## config.mk

```make
export PLATFORM = sky130hd
export DESIGN_NAME = c_wdemux
export DESIGN_NICKNAME = d
export VERILOG_FILES = /design/src/rtl/c_wdemux.sv
export SDC_FILE = /design/constraint.sdc
export NUM_CORES = 1
export LEC_CHECK = 0
export CORE_MARGIN = 2
export CORE_UTILIZATION = 42
export DETAILED_ROUTE_END_ITERATION = 10
export GPL_TIMING_DRIVEN = 1
export PLACE_DENSITY_LB_ADDON = 0.15
export SLEW_MARGIN = 20
export SYNTH_ARGS = -nofsm -noshare
export SYNTH_HDL_FRONTEND = slang
export SYNTH_SLANG_ARGS = --single-unit
```

## constraint.sdc

```tcl
create_clock -name clk -period 2.12 [get_ports clk]
set_clock_uncertainty 0.1 [all_clocks]
set_input_delay 0.424 -clock clk [delete_from_list [all_inputs] [get_ports clk]]
set_output_delay 0.424 -clock clk [all_outputs]
set_load 0.01 [all_outputs]
```

## src/rtl/c_wdemux.sv

```systemverilog
// Write-side demux for the CONV result stream: steers each beat to RAM1 or RAM2,
// generates sequential write addresses and masks unused lanes.
module c_wdemux #(
  parameter int DW  = 8,
  parameter int DN  = 8,
  parameter int AW  = 14,
  parameter int IFW = 7
) (
  input  logic               clk,
  input  logic               rst,
  input  logic               start,
  input  logic [IFW-1:0]     winfo,
  input  logic [AW-1:0]      base_addr,
  input  logic [DN*DW-1:0]   m_data,
  input  logic               m_data_first,
  input  logic               m_data_last,
  input  logic               m_data_valid,
  output logic               m_data_ready,
  output logic [AW-1:0]      s_addr,
  output logic [DN*DW-1:0]   s_data,
  output logic               s_data_first,
  output logic               s_data_last,
  output logic               s_data_valid1,
  input  logic               s_data_ready1,
  output logic               s_data_valid2,
  input  logic               s_data_ready2,
  output logic               busy,
  output logic               done,
  output logic               ovf_err,
  output logic [1:0]         dbg_state_o
);

  // Handshakes: a beat moves when valid & ready are both high at a rising edge;
  // a valid source keeps its payload stable until that happens.

  typedef enum logic [1:0] {S_IDLE = 2'd0, S_RUN = 2'd1, S_DRAIN = 2'd2, S_DONE = 2'd3} state_t;

  state_t              state_q, state_d;
  logic [2:0]          chan_q;
  logic                ramsel_q;
  logic [AW-1:0]       addr_cnt_q;
  logic                hold_v_q;
  logic [AW-1:0]       s_addr_q;
  logic [DN*DW-1:0]    s_data_q;
  logic                first_q, last_q;
  logic                ovf_q;

  logic                ready_sel, take, accept, start_ok;
  logic [DN*DW-1:0]    masked_data;
  logic                unused_winfo;

  assign unused_winfo = ^{winfo[3], winfo[1:0]};

  assign ready_sel = ramsel_q ? s_data_ready2 : s_data_ready1;
  assign take      = hold_v_q & ready_sel;
  assign start_ok  = (state_q == S_IDLE) & start;
  assign accept    = m_data_valid & m_data_ready;

  // Channel k keeps lanes 0..k-1; channel 0 means every lane is live.
  always_comb begin
    masked_data = m_data;
    for (int i = 0; i < DN; i++) begin
      if ((chan_q != 3'd0) && (i >= int'(chan_q))) begin
        masked_data[i*DW +: DW] = '0;
      end
    end
  end

  always_ff @(posedge clk) begin
    if (rst) state_q <= S_IDLE;
    else     state_q <= state_d;
  end

  always_comb begin
    state_d = state_q;
    case (state_q)
      S_IDLE:  if (start) state_d = S_RUN;
      S_RUN:   if (accept && m_data_last) state_d = S_DRAIN;
      S_DRAIN: if (!hold_v_q || take) state_d = S_DONE;
      S_DONE:  state_d = S_IDLE;
      default: state_d = S_IDLE;
    endcase
  end

  always_comb begin
    m_data_ready = (state_q == S_RUN) & (~hold_v_q | ready_sel);
    busy         = (state_q == S_RUN) | (state_q == S_DRAIN);
    done         = (state_q == S_DONE);
    dbg_state_o  = state_q;
  end

  always_ff @(posedge clk) begin
    if (rst) begin
      chan_q     <= '0;
      ramsel_q   <= 1'b0;
      addr_cnt_q <= '0;
      hold_v_q   <= 1'b0;
      s_addr_q   <= '0;
      s_data_q   <= '0;
      first_q    <= 1'b0;
      last_q     <= 1'b0;
      ovf_q      <= 1'b0;
    end else begin
      if (start_ok) begin
        chan_q     <= winfo[6:4];
        ramsel_q   <= winfo[2];
        addr_cnt_q <= base_addr;
        ovf_q      <= 1'b0;
      end
      // Accept and drain may coincide; the new beat simply replaces the old one.
      if (accept) begin
        hold_v_q   <= 1'b1;
        s_addr_q   <= addr_cnt_q;
        s_data_q   <= masked_data;
        first_q    <= m_data_first;
        last_q     <= m_data_last;
        addr_cnt_q <= addr_cnt_q + 1'b1;
        if (&addr_cnt_q) ovf_q <= 1'b1;
      end else if (take) begin
        hold_v_q <= 1'b0;
      end
    end
  end

  assign s_addr        = s_addr_q;
  assign s_data        = s_data_q;
  assign s_data_first  = first_q;
  assign s_data_last   = last_q;
  assign s_data_valid1 = hold_v_q & ~ramsel_q;
  assign s_data_valid2 = hold_v_q & ramsel_q;
  assign ovf_err       = ovf_q;

endmodule

```

==> flow_summary.json <==
{
  "finalCritPeriodShare": 0.952,
  "grt_max_degree": 58,
  "antenna_found_initial": 0,
  "synth-edff-count": 0,
  "grtUsageTotal": 0.223,
  "finalWirelength_um": 11800,
  "place.gp.congestion": 0.808,
  "final.setup.tns_ns": 0,
  "die_h_um": 102,
  "syn_inst": 504,
  "yosys.area.top_type": "dfxtp_1",
  "dr.pass1.iters": 4,
  "grt_pass1_vias": 4035,
  "synth.most_common_cell": "nand2_1",
  "root_buffer": "clkbuf_8",
  "io_pins": 181,
  "min_path_type": "reg -> reg",
  "dieWidth_um": 102,
  "fin_nets": 777,
  "crit_fanout": 2,
  "cts.sinks": 102,
  "fmax_ghz": 0.495,
  "dp_cells": 797,
  "postLayoutSetupSlackWorst_ns": 0.101,
  "worst_pin_slew_ns": 0.619,
  "hold_viol": 0,
  "synth_cell_types": 37,
  "yosys_warnings": 0,
  "seq_area_frac_synth": 0.508,
  "die_area_um2": 10400,
  "place_ws_ns": -0.159,
  "p_leak_uw": 0.00216,
  "max-clock-path-buffers": 2,
  "syn_nets": 602,
  "cts.clk_slew.worst_paths_ns": 0.09,
  "grt_overflow": 0,
  "slew_headroom": 0.587,
  "powerDensity_nw_per_um2": 946,
  "cts_made_buffers": 9,
  "fin_crit_ns": 2.02,
  "hold_ws_ns": 0.350,
  "fin_cells": 812,
  "rows": 35,
  "fin_util": 0.673,
  "grt_pass1_wl_um": 18600,
  "coreArea_um2": 9280,
  "maxCapViolCount": 0,
  "synth_commonest_cells": "nand2_1, dfxtp_1, a21oi_1",
  "drive_gt1_frac": 0.0688,
  "syn_to_final_growth_pct": 55.4,
  "synth_area_um2": 4020,
  "synthArstFlopShare": 0,
  "vias": 4177,
  "synthFlopType": "dfxtp_1",
  "rsz0062_at_grt": "false",
  "drc": 0,
  "port_buffers": 177,
  "setup_viol": 0,
  "end_kind": "primary output",
  "worstPathRequired_ns": 1.60,
  "wl_per_cell_um": 14.5,
  "tritoncts": "built",
  "initial_core_util": 0.433,
  "status": "completed",
  "drv_slew": 0,
  "crit_type": "in -> out",
  "first_iter_violations": 145,
  "viasPerCell": 5.14,
  "synth_area_leaders": "dfxtp_1, nand2_1, a21oi_1",
  "hpwl_um": 8410,
  "ant_nets": 0,
  "synth.top_cell.area_share": 0.508,
  "syn_avg_cell_area_um2": 7.98,
  "insertion_delay_ns": 0.36,
  "antennaDiodeCount": 0,
  "crit_arrival_ns": 1.49,
  "startpoint_type": "input port",
  "ys_ff_latch": 102,
  "ir_drop_uv": 687,
  "ctsHtreeMaxLevel": 3
}
-- power breakdown --
group          leakage [uW]  internal (uW)  switching, uW
logic               0.00123           1030           1110
registers          0.000830           2210            223
clock network     0.0000990            664            669
-- layer usage --
| metal | vias to the layer above | track usage | part of all wire |
|---|---|---|---|
| li1 | 2078 | - | - |
| met3 | 15 | 0.0458 | 0.063 |
| met2 | 134 | 0.381 | 0.48 |
| met5 | - | 0 | 0 |
| met4 | 0 | 0.0903 | 0.020 |
| met1 | 1950 | 0.275 | 0.44 |
-- placed cells by master (no fill, tap or decap), drive strengths merged, types with 3 or more instances in the layout --
| master | n |
|---|---|
| a21oi | 95 |
| a211oi | 4 |
| ha | 5 |
| nand4 | 5 |
| clkbuf | 10 |
| o21ai | 5 |
| nor2 | 7 |
| dfxtp | 102 |
| a31oi | 5 |
| or3 | 4 |
| o211ai | 3 |
| clkdlybuf4s50 | 174 |
| nor3 | 5 |
| a2bb2oi | 5 |
| inv | 5 |
| buf | 24 |
| nand3 | 64 |
| and2 | 4 |
| nand2 | 133 |
-- worst paths after layout --
kind | start | end | slack (ns) | depth (start not counted)
worst min-delay path | s_data[9] | s_data[9] | 0.35 | 2
worst max register to register | dbg_state_o[1] | addr_cnt_q[11] | 0.23 | 7
worst max-delay path | s_data_ready1 | m_data_ready | 0.10 | 5
worst min register to register | s_data[9] | s_data[9] | 0.35 | 2
-- per-stage QoR --
step                      total power (uW)  instance area, um^2
after floorplan                       3550                 4020
after global placement                4570                 6040
after detailed placement              4630                 6040
after CTS                             5960                 6250
after global routing                  6260                 6250
final                                 5910                 6250
-- what timing repair did --
item / 4_1_cts / 5_1_grt
pin swaps: 0 / 0
hold buffers: 0 / 0
buffers inserted: 0 / 0
resized for setup: 6 / 1
endpoints found under the setup margin: 3 / 1
-- registers in the layout, indices dropped and copies added, names as in the netlist --
signal	flops
addr_cnt_q	14
chan_q	3
dbg_state_o	2
hold_v_q	1
ovf_err	1
ramsel_q	1
s_addr	14
s_data	64
s_data_first	1
s_data_last	1
-- kinds of logic after synthesis --
logic type,Yosys count,synth area share
buffers and inverters,40,0.0420
multiplexers,2,0.00591
AO/OA/AOI/OAI,125,0.175
XOR/XNOR,1,0.00218
adder cells (fa/ha/maj),5,0.0156
flip-flops,102,0.508
AND/OR/NAND/NOR,229,0.252
-- critical path, cell delays in order --
cell and delay (ns):
clkdlybuf4s50_1 0.41, mux2i_2 0.16, nand2_1 0.09, and2_1 0.17
clkdlybuf4s15_1 0.24
-- area by class of cell --
type                       instances  area, um^2
fill                             792        3030
clock buffer                      10         128
sequential                       102        2050
inverter                           4        15.0
multi-input combinational        362        1810
timing repair buffer             200        2000
clock inverter                     5        83.8
tap                              129         161
Power figures use the tool's default switching activity.
